<file path="src/rtl/mha_pkg.sv">
// Shared types and helpers for the multi-matmul wrapper and its downstream consumers.
package mha_pkg;

    typedef enum logic {IDLE = 1'b0, STREAM = 1'b1} collector_state_t;

    // Number of SLICE_W-wide slices that make up one wrapper result vector.
    function automatic int slices_per_vec(input int num_cores_a,
                                          input int num_cores_b,
                                          input int total_modules);
        return num_cores_a * num_cores_b * total_modules;
    endfunction

endpackage

</file>
<file path="src/rtl/matmul_out_collector.sv">
// Captures a batch of wrapper result vectors on the rising edge of acc_done_wrap
// and drains them slice by slice as an addressed write stream, so the wrapper
// can start its next accumulation while results are still leaving.
module matmul_out_collector
    import mha_pkg::*;
#(
    parameter int WIDTH_OUT     = 16,
    parameter int CHUNK_SIZE    = 4,
    parameter int NUM_CORES_A   = 4,
    parameter int NUM_CORES_B   = 1,
    parameter int TOTAL_MODULES = 2,
    parameter int TOTAL_INPUT_W = 2,
    parameter int ADDR_WIDTH    = 10,
    localparam int SLICE_W = WIDTH_OUT * CHUNK_SIZE,
    localparam int SLICES  = slices_per_vec(NUM_CORES_A, NUM_CORES_B, TOTAL_MODULES),
    localparam int VEC_W   = SLICE_W * SLICES,
    localparam int BEATS   = TOTAL_INPUT_W * SLICES
) (
    input  logic                  clk,
    input  logic                  rst_n,
    input  logic                  acc_done_wrap,
    input  logic [VEC_W-1:0]      in_result [TOTAL_INPUT_W],
    input  logic                  addr_clr,
    output logic                  out_valid,
    input  logic                  out_ready,
    output logic [SLICE_W-1:0]    out_data,
    output logic [ADDR_WIDTH-1:0] out_addr,
    output logic                  out_last,
    output logic                  busy,
    output logic                  batch_done,
    output logic                  overflow
);

    localparam int KW     = (BEATS > 1) ? $clog2(BEATS) : 1;
    localparam int HOLD_W = TOTAL_INPUT_W * VEC_W;
    localparam int SW     = (HOLD_W > 1) ? $clog2(HOLD_W) : 1;

    collector_state_t      state_q, state_d;
    logic                  acc_q;
    logic [KW-1:0]         k_q, k_d;
    logic [ADDR_WIDTH-1:0] base_q, base_d;
    logic [HOLD_W-1:0]     hold_q, hold_d;
    logic                  done_q, done_d;
    logic                  ovf_q, ovf_d;
    logic [HOLD_W-1:0]     in_flat;
    logic [SW-1:0]         sel_lsb;
    logic                  capture, xfer, last_beat;

    // Flatten the batch so beat k sits at bits [k*SLICE_W +: SLICE_W]
    // (vector index outer, slice index inner).
    always_comb begin
        in_flat = '0;
        for (int i = 0; i < TOTAL_INPUT_W; i++) begin
            in_flat[i*VEC_W +: VEC_W] = in_result[i];
        end
    end

    assign capture   = acc_done_wrap & ~acc_q;
    assign last_beat = (k_q == KW'(BEATS - 1));
    assign xfer      = (state_q == STREAM) & out_ready;
    assign sel_lsb   = SW'(k_q) * SW'(SLICE_W);

    // Next-state logic: capture, beat advance, base update and overflow detection.
    always_comb begin
        state_d = state_q;
        k_d     = k_q;
        base_d  = base_q;
        hold_d  = hold_q;
        done_d  = 1'b0;
        ovf_d   = ovf_q;
        unique case (state_q)
            IDLE: begin
                // Clear lands before a same-cycle capture, so that batch starts at 0.
                if (addr_clr) base_d = '0;
                if (capture) begin
                    hold_d  = in_flat;
                    k_d     = '0;
                    state_d = STREAM;
                end
            end
            STREAM: begin
                if (xfer && last_beat) begin
                    base_d = base_q + ADDR_WIDTH'(BEATS);
                    done_d = 1'b1;
                    k_d    = '0;
                    // A capture on the final transfer chains the next batch with no bubble.
                    if (capture) hold_d  = in_flat;
                    else         state_d = IDLE;
                end else begin
                    if (xfer)    k_d   = k_q + KW'(1);
                    // Holding register is still draining: drop the batch and flag it.
                    if (capture) ovf_d = 1'b1;
                end
            end
            default: state_d = IDLE;
        endcase
    end

    // State registers.
    always_ff @(posedge clk or negedge rst_n) begin
        if (!rst_n) begin
            state_q <= IDLE;
            acc_q   <= 1'b0;
            k_q     <= '0;
            base_q  <= '0;
            hold_q  <= '0;
            done_q  <= 1'b0;
            ovf_q   <= 1'b0;
        end else begin
            state_q <= state_d;
            acc_q   <= acc_done_wrap;
            k_q     <= k_d;
            base_q  <= base_d;
            hold_q  <= hold_d;
            done_q  <= done_d;
            ovf_q   <= ovf_d;
        end
    end

    // Outputs decode registered state only; out_ready never reaches them.
    assign busy       = (state_q == STREAM);
    assign out_valid  = busy;
    assign out_last   = busy & last_beat;
    assign out_addr   = busy ? base_q + ADDR_WIDTH'(k_q) : '0;
    assign out_data   = busy ? hold_q[sel_lsb +: SLICE_W] : '0;
    assign batch_done = done_q;
    assign overflow   = ovf_q;

endmodule

</file>
<file path="config.mk">
export PLATFORM = sky130hd
export DESIGN_NAME = matmul_out_collector
export DESIGN_NICKNAME = d
export VERILOG_FILES = /design/src/rtl/mha_pkg.sv /design/src/rtl/matmul_out_collector.sv
export SDC_FILE = /design/constraint.sdc
export NUM_CORES = 1
export LEC_CHECK = 0
export CAP_MARGIN = 0
export CELL_PAD_IN_SITES_DETAIL_PLACEMENT = 1
export CELL_PAD_IN_SITES_GLOBAL_PLACEMENT = 2
export CORE_AREA = 2 2 430 432
export DETAILED_ROUTE_END_ITERATION = 7
export DIE_AREA = 0 0 432 434
export PLACE_DENSITY = 0.66
export SYNTH_ARGS = -nofsm -noshare
export SYNTH_HDL_FRONTEND = slang
export SYNTH_SLANG_ARGS = --single-unit
</file>
<file path="constraint.sdc">
create_clock -name clk -period 4.6 [get_ports clk]
set_input_delay 0.46 -clock clk [delete_from_list [all_inputs] [get_ports clk]]
set_output_delay 0.46 -clock clk [all_outputs]
set_load 0.03 [all_outputs]
</file>
==> impl_metrics.toml, run 1 <==
[outcome]
status = "finished, final reports clean"

[min_path]
min-delay-start = "acc_done_wrap"
min_delay_worst_endpoint = "acc_q"
hold_depth = 1
hold_class = "input pin to register"

[sta]
rsz0062_at_grt = "false"
finClkSkew_ns = 0.0314
fin_tns_setup_ns = 0
relSlewSlack = 0.205
fin_crit_sh = 0.967
period_needed_ns = 4.45
setup_viol = 0
finalHoldViolCount = 0
tightestPinTransition_ns = 1.18
slew_violations = 0
clock.fmax_mhz = 225

[die]
rows = 157
die_area_um2 = 187000
start_util = 0.259
core-area_um2 = 182000
ioPinCount = 1108
die_y_um = 434
die_x_um = 432

[setup_path]
worstPathRequired_ns = 4.14
cp-startpoint = "k_q[0]"
r2r-start = "k_q[0]"
rrSetupSlack_ns = 1.32
critPathCaptureType = "output pin"
setup.worst_path.start_class = "register"
worstSetupPathType = "register to output pin"
reg2reg_to = "hold_q[530]"
critPathArrivalTime_ns = 3.99
crit_fanout = 27
r2r_cells = 7

[place]
gp_routability_congestion = 0.860
dp.final_hpwl_mm = 160
port_buffers = 1107

[clocking]
cts_root_buf = "clkbuf_16"
h-tree-depth = 4
clock-sinks = 1038
post_cts_buffers = 0
cts_resized = 0
clkTransAtPathRegs_ns = 0.06
cts_buffer_depth = 3
clock_latency_ns = 0.79
ctsHoldBuffers = 1
cts_inserted_buffers = 132
cts_tree = "built"

[routing]
wl_mm = 208
detail_route.iter0.violations = 1924
ant_nets = 0
vias = 33097
first_pass_iters = 5
drc = 0
vias_per_cell = 4.77
wire_per_inst_um = 30.1

[grt]
antenna_found_initial = 147
grtUsageTotal = 0.218
grt_overflow_total = 0
grt_start_max_net_pins = 146
grt_pass1_vias = 35210
grt_pass1_wl_mm = 284

[logic_synthesis]
syn-instance-count = 3306
syn_area_per_cell_um2 = 14.3
ys_types = 35
async_reset_ff_frac = 1.00
synth-seq-cells = 1038
syn_nets = 4337
yosys_most_used_dff = "dfrtp_1"
syn_area_um2 = 47300
ys_seq_area_frac = 0.550
yosys_warnings = 0
synth-edff-count = 0

[power_and_ir_drop]
power_mw = 48.6
p_clk_frac = 0.218
pwr-share-seq = 0.338
powerDensity_nw_per_um2 = 733
p_sw_frac = 0.381
p_comb_frac = 0.444
intPower_mw = 30.0
switching_power_mw = 18.5
p_leak_nw = 28.0
ir_drop_uv = 465

[run]
cap_violations = 0

[layout]
drive_gt1_frac = 0.237
syn_to_final_growth_pct = 40.2
fin_nets = 5431
[cells in the final DEF (no fill, tap or decap), types with 2 or more instances in the layout]
master,netlist,routed
clkdlybuf4s50_1,0,1045
dfrtp_1,1038,1036
mux2_2,665,665
mux2i_1,483,483
mux2_1,360,360
a22oi_1,226,226
clkbuf_16,0,137
buf_12,0,97
nand2_1,80,80
o21ai_0,72,72
nand3_1,67,67
buf_4,80,59
diode_2,0,47
clkbuf_8,0,40
clkinv_2,0,20
clkbuf_1,62,18
mux4_2,15,15
a221oi_1,15,15
and2_1,10,9
clkinvlp_4,0,9
clkinv_8,0,6
nor2_1,5,4
inv_6,0,3
bufinv_16,0,3
nor2b_4,0,2
nand2b_1,3,2
nor2b_1,4,2
xor2_1,2,2
xnor2_1,2,2
ha_1,2,2
clkinv_4,0,2
[Yosys cell counts (15+ instances only)]
library cell	n	share of area
a221oi_1	15	0.0028
a22oi_1	226	0.036
buf_2	65	0.0069
buf_4	80	0.013
buf_6	22	0.0052
clkbuf_1	62	0.0049
dfrtp_1	1038	0.55
mux2_1	360	0.086
mux2_2	665	0.16
mux2i_1	483	0.10
mux4_2	15	0.0071
nand2_1	80	0.0064
nand3_1	67	0.0071
o21ai_0	72	0.0076
[cell families (layout without fill, tap and decap cells)]
family / after synthesis / count (layout) / synth area share
xor+xnor: 4 / 4 / 0.000742
compound gates: 317 / 317 / 0.0470
mux: 1523 / 1523 / 0.354
simple gates: 176 / 176 / 0.0171
buf+inv: 246 / 1443 / 0.0311
other cells: 0 / 47 / 0
fa+ha+maj: 2 / 2 / 0.000530
flops: 1038 / 1038 / 0.550
[through the flow]
step           setup slack, ns  hold slack, ns  utilization  cell area (µm²)  std cells
4_1_cts                 0.0384           0.118        0.362            66100       6888
3_5_place_dp             0.924           0.470        0.338            61700       6650
2_1_floorplan             2.06           0.164            -            47300       3306
5_1_grt                 0.0182           0.151        0.363            66200       6930
3_3_place_gp             0.971           0.463        0.338            61700       6650
6_report                 0.153           0.189        0.363            66200       6935
[power groups by stage]
| stage | registers (mW) | clock network (mW) | logic, mW |
|---|---|---|---|
| 2_1_floorplan | 15.2 | 0 | 11.9 |
| 5_1_grt | 17.0 | 11.3 | 23.0 |
| 4_1_cts | 16.4 | 10.9 | 21.8 |
| 3_3_place_gp | 16.5 | 0 | 21.5 |
| 6_report | 16.4 | 10.6 | 21.5 |
| 3_5_place_dp | 16.5 | 0 | 21.7 |
[cell type report]
cell class / count / area, µm²
Sequential cell: 1038 / 26000
Inverter: 3 / 12.5
Clock buffer: 195 / 4050
Antenna cell: 47 / 118
Timing Repair Buffer: 1203 / 12900
Clock inverter: 42 / 394
Tap cell: 2385 / 2980
Multi-Input combinational cell: 2022 / 19800
Fill cell: 18951 / 116000
[critical path, cell delays in order (launching register included)]
cell,delay (ns)
dfrtp_4,0.76
buf_12,0.32
buf_4,0.42
mux2i_1,0.26
a22oi_1,0.11
nand3_1,0.50
o21ai_0,0.50
buf_12,0.27
[flip-flops by register name, indices dropped and copies added (netlist names)]
signal and flops:
busy 1, hold_q 1024, batch_done 1, k_q 4, base_q 6, overflow 1
acc_q 1
[metal layers]
metal  global-route usage  part of all wire  vias up
met2                0.349              0.48      989
met3               0.0585             0.062      390
met1                0.281              0.43    17215
met4               0.0778             0.030       72
li1                     -                 -    14431
met5                    0            0.0022        -
[worst max-delay path by stage]
stage	endpoint	slack, ns	cells past startpoint
2_1_floorplan	out_data[54]	2.06	7
3_3_place_gp	out_data[32]	0.97	6
5_1_grt	out_data[19]	0.02	7
3_5_place_dp	out_data[32]	0.92	7
6_report	out_data[19]	0.15	7
4_1_cts	out_data[32]	0.04	7
(Power assumes the default switching activity.)
==> run 2, diff against run 1 <==
CAP_MARGIN = 20   (was 0)
MAX_ROUTING_LAYER = met4   (was not set)
==> impl_metrics.toml, run 2 (synthesis results as in run 1) <==
[sta]
slew_violations = 0
fin_crit_sh = 0.943
relSlewSlack = 0.175
rsz0062_at_grt = "false"
finalHoldViolCount = 0
finClkSkew_ns = 0.0332
period_needed_ns = 4.34
setup_viol = 0
clock.fmax_mhz = 231
fin_tns_setup_ns = 0
whs_ns = 0.189
tightestPinTransition_ns = 1.22

[power_and_ir_drop]
p_comb_frac = 0.442
p_leak_nw = 28.0
pwr-share-seq = 0.338
ir_drop_uv = 372
p_clk_frac = 0.219
p_sw_frac = 0.380
power_mw = 48.7
powerDensity_nw_per_um2 = 734
switching_power_mw = 18.5
intPower_mw = 30.2

[run]
cap_violations = 0

[grt]
grt_start_max_net_pins = 129
use_met3 = 0.0540
grtUsageTotal = 0.225
antenna_found_initial = 140
grt_overflow_total = 0
grt_pass1_wl_mm = 287
grt_pass1_vias = 35883
grtUsageMet1 = 0.283
use_met2 = 0.357
grt_busiest_layer = "met2"

[setup_path]
worstPathRequired_ns = 4.14
crit_fanout = 64
critPathCaptureType = "output pin"
worstSetupPathType = "register to output pin"
reg2reg_to = "hold_q[175]"
setup.worst_path.start_class = "register"
r2r_cells = 7
critPathArrivalTime_ns = 3.88
r2r-start = "k_q[0]"
rrSetupSlack_ns = 1.47

[die]
core-area_um2 = 182000
ioPinCount = 1108
die_area_um2 = 187000
rows = 157
die_y_um = 434
die_x_um = 432
start_util = 0.259

[layout]
final_common_cell = "clkdlybuf4s50_1"
fin_nets = 5435
syn_to_final_growth_pct = 40.4
stdcell_count = 6975
largest_reg_flops = 1024
final_cell_area_um2 = 66300
largest-register = "hold_q"
layout_common_cells = "clkdlybuf4s50_1 (1,045), dfrtp_1 (1,036), mux2_2 (665)"
top_regs = "hold_q x1024, base_q x6, k_q x4"
drive_gt1_frac = 0.235
num-fill-cells = 19007

[routing]
detail_route.iter0.violations = 1892
ant_nets = 0
vias = 33430
vias_per_cell = 4.79
wl_mm = 209
first_pass_iters = 5
drc = 0
wire_per_inst_um = 30.0

[min_path]
hold_class = "input pin to register"
min-delay-start = "acc_done_wrap"
min_delay_worst_endpoint = "acc_q"
hold_depth = 1

[clocking]
cts_buffer_depth = 3
cts_inserted_buffers = 131
clock-sinks = 1038
cts_root_buf = "clkbuf_16"
cts_tree = "built"
post_cts_buffers = 0
clkTransAtPathRegs_ns = 0.06
h-tree-depth = 4
clock_latency_ns = 0.78

[place]
dp_cells = 6655
port_buffers = 1107
dp.final_hpwl_mm = 161
gp_routability_congestion = 0.886
dpl_cell_area_um2 = 61600

[outcome]
status = "finished, final reports clean"
==> run 2: changes by cell type in the layout (fill, tap and decap cells not counted), moves of 6 or more <==
| cell | before | now |
|---|---|---|
| buf_12 | 97 | 91 |
| clkbuf_1 | 18 | 28 |
| clkinvlp_4 | 9 | 2 |
| diode_2 | 47 | 85 |
| buf_4 | 59 | 70 |
==> run 2: area by class of cell <==
cell class | instances | area (µm²) | share of cell area
inverters | 3 | 12.5 | 0.000189
diodes | 85 | 213 | 0.00321
flip-flops and latches | 1038 | 26000 | 0.392
multi-input cells | 2022 | 19800 | 0.299
clock inverters | 32 | 398 | 0.00600
well taps | 2385 | 2980 | 0.0450
repair buffers | 1208 | 12800 | 0.193
clock buffers | 202 | 4050 | 0.0611
==> run 2: worst max-delay path by stage <==
| stage | from | end | slack (ns) | cells past startpoint |
|---|---|---|---|---|
| after floorplan | k_q[0] | out_data[54] | 2.06 | 7 |
| after global placement | k_q[0] | out_data[9] | 0.99 | 5 |
| after detailed placement | k_q[0] | out_data[23] | 1.0 | 6 |
| after CTS | k_q[0] | out_data[23] | 0.11 | 6 |
| after global routing | k_q[0] | out_data[9] | 0.1 | 5 |
| final | k_q[0] | out_data[9] | 0.26 | 5 |
==> run 2: per-stage QoR <==
step                worst slack [ns]   util
global placement               0.989  0.338
detailed placement             0.996  0.338
global route                  0.0954  0.363
finish                         0.262  0.363
floorplan                       2.06      -
CTS                            0.113  0.362
==> run 2: metal layers <==
metal,share of wire,up-vias
met1,0.43,17593
met4,0.028,0
met2,0.48,1011
met5,0,-
met3,0.056,324
li1,-,14502
==> run 2: repair_timing <==
action | CTS | global route
hold buffers | 1 | 0
resized for setup | 0 | 0
hold endpoints to repair | 60 | 0
setup endpoints to repair | 0 | 0
==> run 2: power groups by stage <==
stage	Combinational (mW)	Clock, mW	Sequential [mW]
after detailed placement	21.7	0	16.6
after global routing	23.0	11.3	17.1
final	21.5	10.7	16.5
after CTS	21.8	11.0	16.5
after global placement	21.4	0	16.5
after floorplan	11.9	0	15.2
==> run 2: critical path: stages (launching register included) <==
cell and delay [ns]:
dfrtp_4 0.71, buf_12 0.42, mux4_2 0.56, o21ai_0 0.85
nand2_1 0.24, buf_12 0.23
